$ cat config.mk
export PLATFORM = sky130hd
export DESIGN_NAME = turf_generic_seq
export DESIGN_NICKNAME = d
export VERILOG_FILES = /design/src/rtl/turf_generic_seq.sv
export SDC_FILE = /design/constraint.sdc
export NUM_CORES = 1
export LEC_CHECK = 0
export ABC_AREA = 1
export CORE_MARGIN = 5
export CORE_UTILIZATION = 44
export CTS_BUF_LIST = sky130_fd_sc_hd__clkbuf_16
export DETAILED_ROUTE_END_ITERATION = 6
export PLACE_DENSITY = 0.84
export RECOVER_POWER = 100
export SLEW_MARGIN = 20
export SYNTH_ARGS = -nofsm -noshare
export SYNTH_HDL_FRONTEND = slang
export SYNTH_SLANG_ARGS = --single-unit
$ cat constraint.sdc
create_clock -name clk -period 2 [get_ports clk]
set_input_delay 0.4 -clock clk [delete_from_list [all_inputs] [get_ports clk]]
set_output_delay 0.4 -clock clk [all_outputs]
set_load 0.1 [all_outputs]
$ cat src/rtl/turf_generic_seq.sv
// Sequencer between the TURF generic arbiter master side and the TURF generic bus.
// Optional hung-transaction abort is built when TURF_GEN_SEQ_TIMEOUT_EN is defined.
module turf_generic_seq #(
  parameter int          TIMEOUT      = 256,
  parameter int          IDLE_GAP     = 1,
  parameter logic [31:0] TIMEOUT_DATA = 32'hDEADBEEF
) (
  input  logic        clk,
  input  logic        rst_n,
  input  logic        s_en_i,
  input  logic        s_wr_i,
  input  logic [27:0] s_adr_i,
  input  logic [31:0] s_dat_i,
  output logic        s_ack_o,
  output logic [31:0] s_dat_o,
  output logic        s_err_o,
  output logic        m_en_o,
  output logic        m_wr_o,
  output logic [27:0] m_adr_o,
  output logic [31:0] m_dat_o,
  input  logic        m_ack_i,
  input  logic [31:0] m_dat_i,
  output logic        busy_o
);

  typedef enum logic [1:0] {IDLE, ISSUE, RESP, GAP} state_t;

  localparam logic [3:0] GAP_LAST = (IDLE_GAP > 0) ? 4'(IDLE_GAP - 1) : 4'd0;

  state_t      state_reg;
  state_t      state_next;
  logic [3:0]  gap_cnt_reg;
  logic        timeout_hit;
  logic [31:0] resp_dat;
  logic        wr_reg;
  logic [27:0] adr_reg;
  logic [31:0] wdat_reg;
  logic [31:0] rdat_reg;

`ifdef TURF_GEN_SEQ_TIMEOUT_EN
  localparam int TW = $clog2(TIMEOUT);

  logic [TW-1:0] to_cnt_reg;
  logic [15:0]   timeout_count;
  logic          err_reg;

  // An ack in the final allowed cycle takes priority over the abort.
  assign timeout_hit = (state_reg == ISSUE) && !m_ack_i && (to_cnt_reg == TW'(TIMEOUT - 1));
  assign resp_dat    = timeout_hit ? TIMEOUT_DATA : m_dat_i;
  assign s_err_o     = err_reg;

  always_ff @(posedge clk or negedge rst_n) begin
    if (!rst_n) begin
      to_cnt_reg <= '0;
    end else if ((state_reg == ISSUE) && !m_ack_i && !timeout_hit) begin
      to_cnt_reg <= to_cnt_reg + 1'b1;
    end else begin
      to_cnt_reg <= '0;
    end
  end

  always_ff @(posedge clk or negedge rst_n) begin
    if (!rst_n) begin
      timeout_count <= '0;
      err_reg       <= 1'b0;
    end else begin
      if (timeout_hit && (timeout_count != 16'hFFFF)) begin
        timeout_count <= timeout_count + 16'd1;
      end
      if ((state_reg == ISSUE) && (m_ack_i || timeout_hit)) begin
        err_reg <= timeout_hit;
      end
    end
  end
`else
  logic unused_cfg;

  assign unused_cfg  = ^{TIMEOUT_DATA, 32'(TIMEOUT)};
  assign timeout_hit = 1'b0;
  assign resp_dat    = m_dat_i;
  assign s_err_o     = 1'b0;
`endif

  always_ff @(posedge clk or negedge rst_n) begin
    if (!rst_n) begin
      state_reg <= IDLE;
    end else begin
      state_reg <= state_next;
    end
  end

  always_comb begin
    state_next = state_reg;
    case (state_reg)
      IDLE:    if (s_en_i) state_next = ISSUE;
      ISSUE:   if (m_ack_i || timeout_hit) state_next = RESP;
      RESP:    state_next = (IDLE_GAP > 0) ? GAP : IDLE;
      GAP:     if (gap_cnt_reg == GAP_LAST) state_next = IDLE;
      default: state_next = IDLE;
    endcase
  end

  always_comb begin
    m_en_o  = (state_reg == ISSUE);
    s_ack_o = (state_reg == RESP);
    busy_o  = (state_reg != IDLE);
  end

  always_ff @(posedge clk or negedge rst_n) begin
    if (!rst_n) begin
      gap_cnt_reg <= '0;
    end else if (state_reg == GAP) begin
      gap_cnt_reg <= gap_cnt_reg + 4'd1;
    end else begin
      gap_cnt_reg <= '0;
    end
  end

  // Request is committed once latched; s_en_i is not looked at again until IDLE.
  always_ff @(posedge clk or negedge rst_n) begin
    if (!rst_n) begin
      wr_reg   <= 1'b0;
      adr_reg  <= '0;
      wdat_reg <= '0;
      rdat_reg <= '0;
    end else begin
      if ((state_reg == IDLE) && s_en_i) begin
        wr_reg   <= s_wr_i;
        adr_reg  <= s_adr_i;
        wdat_reg <= s_dat_i;
      end
      if ((state_reg == ISSUE) && (m_ack_i || timeout_hit)) begin
        rdat_reg <= resp_dat;
      end
    end
  end

  assign m_wr_o  = wr_reg;
  assign m_adr_o = adr_reg;
  assign m_dat_o = wdat_reg;
  assign s_dat_o = rdat_reg;

endmodule

==> results.txt <==
The clock net in this run drives a total of 99 sinks. Between clock sinks in the finished design, the worst skew comes to 0.00455 ns. The final sum of negative setup slack is 0 ns, and the weighted congestion reported at the end of routability-driven placement is 0.783.

Once routing completed, OpenROAD measured the worst setup slack at 0.0853 ns. The time the worst path needs with I/O delays and setup is 1.91 ns. The tools report the iteration count of the initial detailed-routing pass as 4. The largest net degree at the start of global routing came out at 62.

The via count of the first global-routing pass was 3,746. The tools report the timing startpoint of the critical path as state_reg[0]. In the synthesized netlist, the number of instances is 451. In this run, synthesis produced a sequential element count of 99. The run gives 0.33 ns as the minimum setup slack among reg-to-reg paths.

The initial core utilization was 44.8%. The number of antenna violations at the first check in global routing is 0, and the fraction of layout cells with a size suffix above 1 is 19.9%. The signed area change from the synthesized netlist to the final layout works out to 42.7%. The number of antenna diodes in the final layout is 0.

For this design the top-level I/O count stands at 194. The cell area that synthesis handed to floorplanning was 4100 µm². In this run the tightest slew margin relative to its limit is 34.7%. The tools report the startpoint of the lowest-slack register-to-register path as state_reg[0]. For the worst path arrival time, the log shows 1.51 ns.

The run finished with clean final reports. The clock passes through at most 2 buffers. TritonCTS built the clock tree.

The max capacitance violation total is 0, and the number of nets in the layout is 736. Total DRC errors in the routed layout: 0. The worst hold path belongs to the class input port to asynchronous set/reset pin.

Port buffering added 192 buffers. Timing would allow up to 522 MHz. Summed over all layers, the global routing overflow is 0. In this run, placement finished with an instance count of 732. The placement-stage worst setup slack is 0.305 ns.

The logs give 555 for the net count after synthesis and 3 for the number of levels in the clock H-tree. The routed design has 11.2 mm of wire. For the violation count after the first detailed-route iteration, the log shows 138. The run gives 0 as the number of pins with negative max-slew slack in the final report. Buffers added to address setup during post-CTS repair amount to 0. The worst setup path is captured at an output pin. The width of the die is 107 µm. The finished layout holds 748 standard cells, fillers aside. The sequential element share of the synthesized area came out at 60.5%. CTS placed an instance of clkbuf_16 at the clock tree root. In this run the worst path has a maximum fanout of 9. The run gives 9 as the number of clock buffers inserted by TritonCTS. At the pin with the least slew margin, the transition time is 0.980 ns. Counting the fill cells in the layout gives 824.

The final HPWL from detailed placement came out at 8.45 mm. In the final routed layout, each cell accounts on average for 15.0 µm. The count of distinct cell types in the synthesized netlist is 16. The cell count of the worst reg-to-reg path is 5, and the routed via count is 3,672. The tools report the kind of start point of the critical path as a flop. The count of cells resized by post-cts repair was 0. By startpoint and endpoint, the worst setup path is classified as flop to output pin.

In this run the mean area of a mapped cell was 9.09 µm². At the later pin of the worst-skew pair, clock insertion delay measures 0.33 ns. The first global-routing pass estimated 18.4 mm of wire. The height of the die came out at 107 µm. Data on the critical path is required at its endpoint by 1.60 ns. The count of synthesis-stage warnings from yosys is 0. After floorplanning, the core was sized to cover 9150 µm². Clock-pin slew was measured on the worst setup and hold paths at 0.07 ns. The logs give 0 for the hold violation count in the final report and 2480 µm² for the area used by sequential logic in the layout. For this run, the total global-route usage over all layers was measured as 20.2%.

The floorplan step defined a die boundary enclosing 11,300 µm². In this run the remaining antenna-violating nets after routing total 0. The count of standard-cell rows came out at 35. Mean number of vias per cell: 4.91. For the footprint of the multi-input gates, the log shows 1370 µm².

For the number of buffers added to fix hold violations after cts, the log shows 0. Setup violations remaining at the end of the flow were counted as 0. Setup repair after global routing left no endpoint under its margin. Dividing the final minimum period by the clock period gives 95.7%.
per-stage QoR:
| stage | hold slack (ns) | area (µm²) | utilization [%] |
|---|---|---|---|
| finish | 0.205 | 5850 | 63.9 |
| global route | 0.288 | 5850 | 63.9 |
| CTS | 0.0553 | 6120 | 66.9 |
| detailed placement | 0.415 | 5830 | 63.7 |
| global placement | 0.404 | 5830 | 63.7 |
| floorplan | 0.104 | 4100 | - |
cell type report:
class	instances	share of cell area (%)
timing repair buffer	202	26.1
sequential	99	42.4
multi-input combinational	310	23.5
tap	111	2.38
clock inverter	7	1.18
inverter	10	0.642
clock buffer	9	3.85
per-layer routing:
metal | part of all wire [%] | vias up | GRT usage [%]
li1 | - | 1783 | -
met1 | 41 | 1711 | 25.6
met2 | 47 | 154 | 32.5
met3 | 8.8 | 24 | 6.13
met4 | 2.8 | 0 | 8.22
met5 | 0 | - | 0
kinds of logic after synthesis:
kind of cell | after synthesis | synth area share, %
adders and majority gates | 7 | 2.14
DFF | 99 | 60.5
buffers and inverters | 42 | 6.17
and+or+nand+nor | 300 | 30.7
xor gates and xnor gates | 2 | 0.428
other | 1 | 0.0915
path summary, 6_finish.rpt:
| path | end |
|---|---|
| worst max-delay path | busy_o |
| min in group clk | m_dat_o[23] |
| max in group asynchronous | m_adr_o[22] |
| worst min register to register | m_dat_o[26] |
| worst max register to register | m_adr_o[6] |
| worst min-delay path | s_dat_o[23] |
cell usage after synthesis:
library cell	n	area share, %
nand2_1	197	18
dfrtp_1	99	60
nand3_1	96	12
buf_2	19	2.3
inv_1	8	0.73
buf_4	7	1.3
ha_1	7	2.1
buf_6	6	1.6
nor2_1	4	0.37
inv_2	2	0.18
conb_1	1	0.092
nand2_2	1	0.15
nand2_4	1	0.27
or2_2	1	0.15
xnor2_1	1	0.21
xor2_1	1	0.21
worst max-delay path, cell delays in order (launching register included):
cell and delay [ns]:
dfrtp_1 0.41, inv_1 0.13, ha_2 0.34, inv_1 0.11
buf_12 0.18
layout by cell type (no fill, tap or decap), types with 2 or more instances in the layout:
master / n
nand3_1: 96
inv_1: 9
clkbuf_1: 2
nand2_1: 197
dfrtp_1: 99
clkbuf_16: 9
ha_1: 5
ha_2: 2
buf_4: 7
clkdlybuf4s50_1: 94
clkbuf_4: 2
nor2_1: 4
clkbuf_2: 94
clkinv_4: 2
clkinv_2: 2
Power is left out: the tool's default activity adds up to more than one toggle a clock period on the data nets, which glitch-free logic cannot reach.
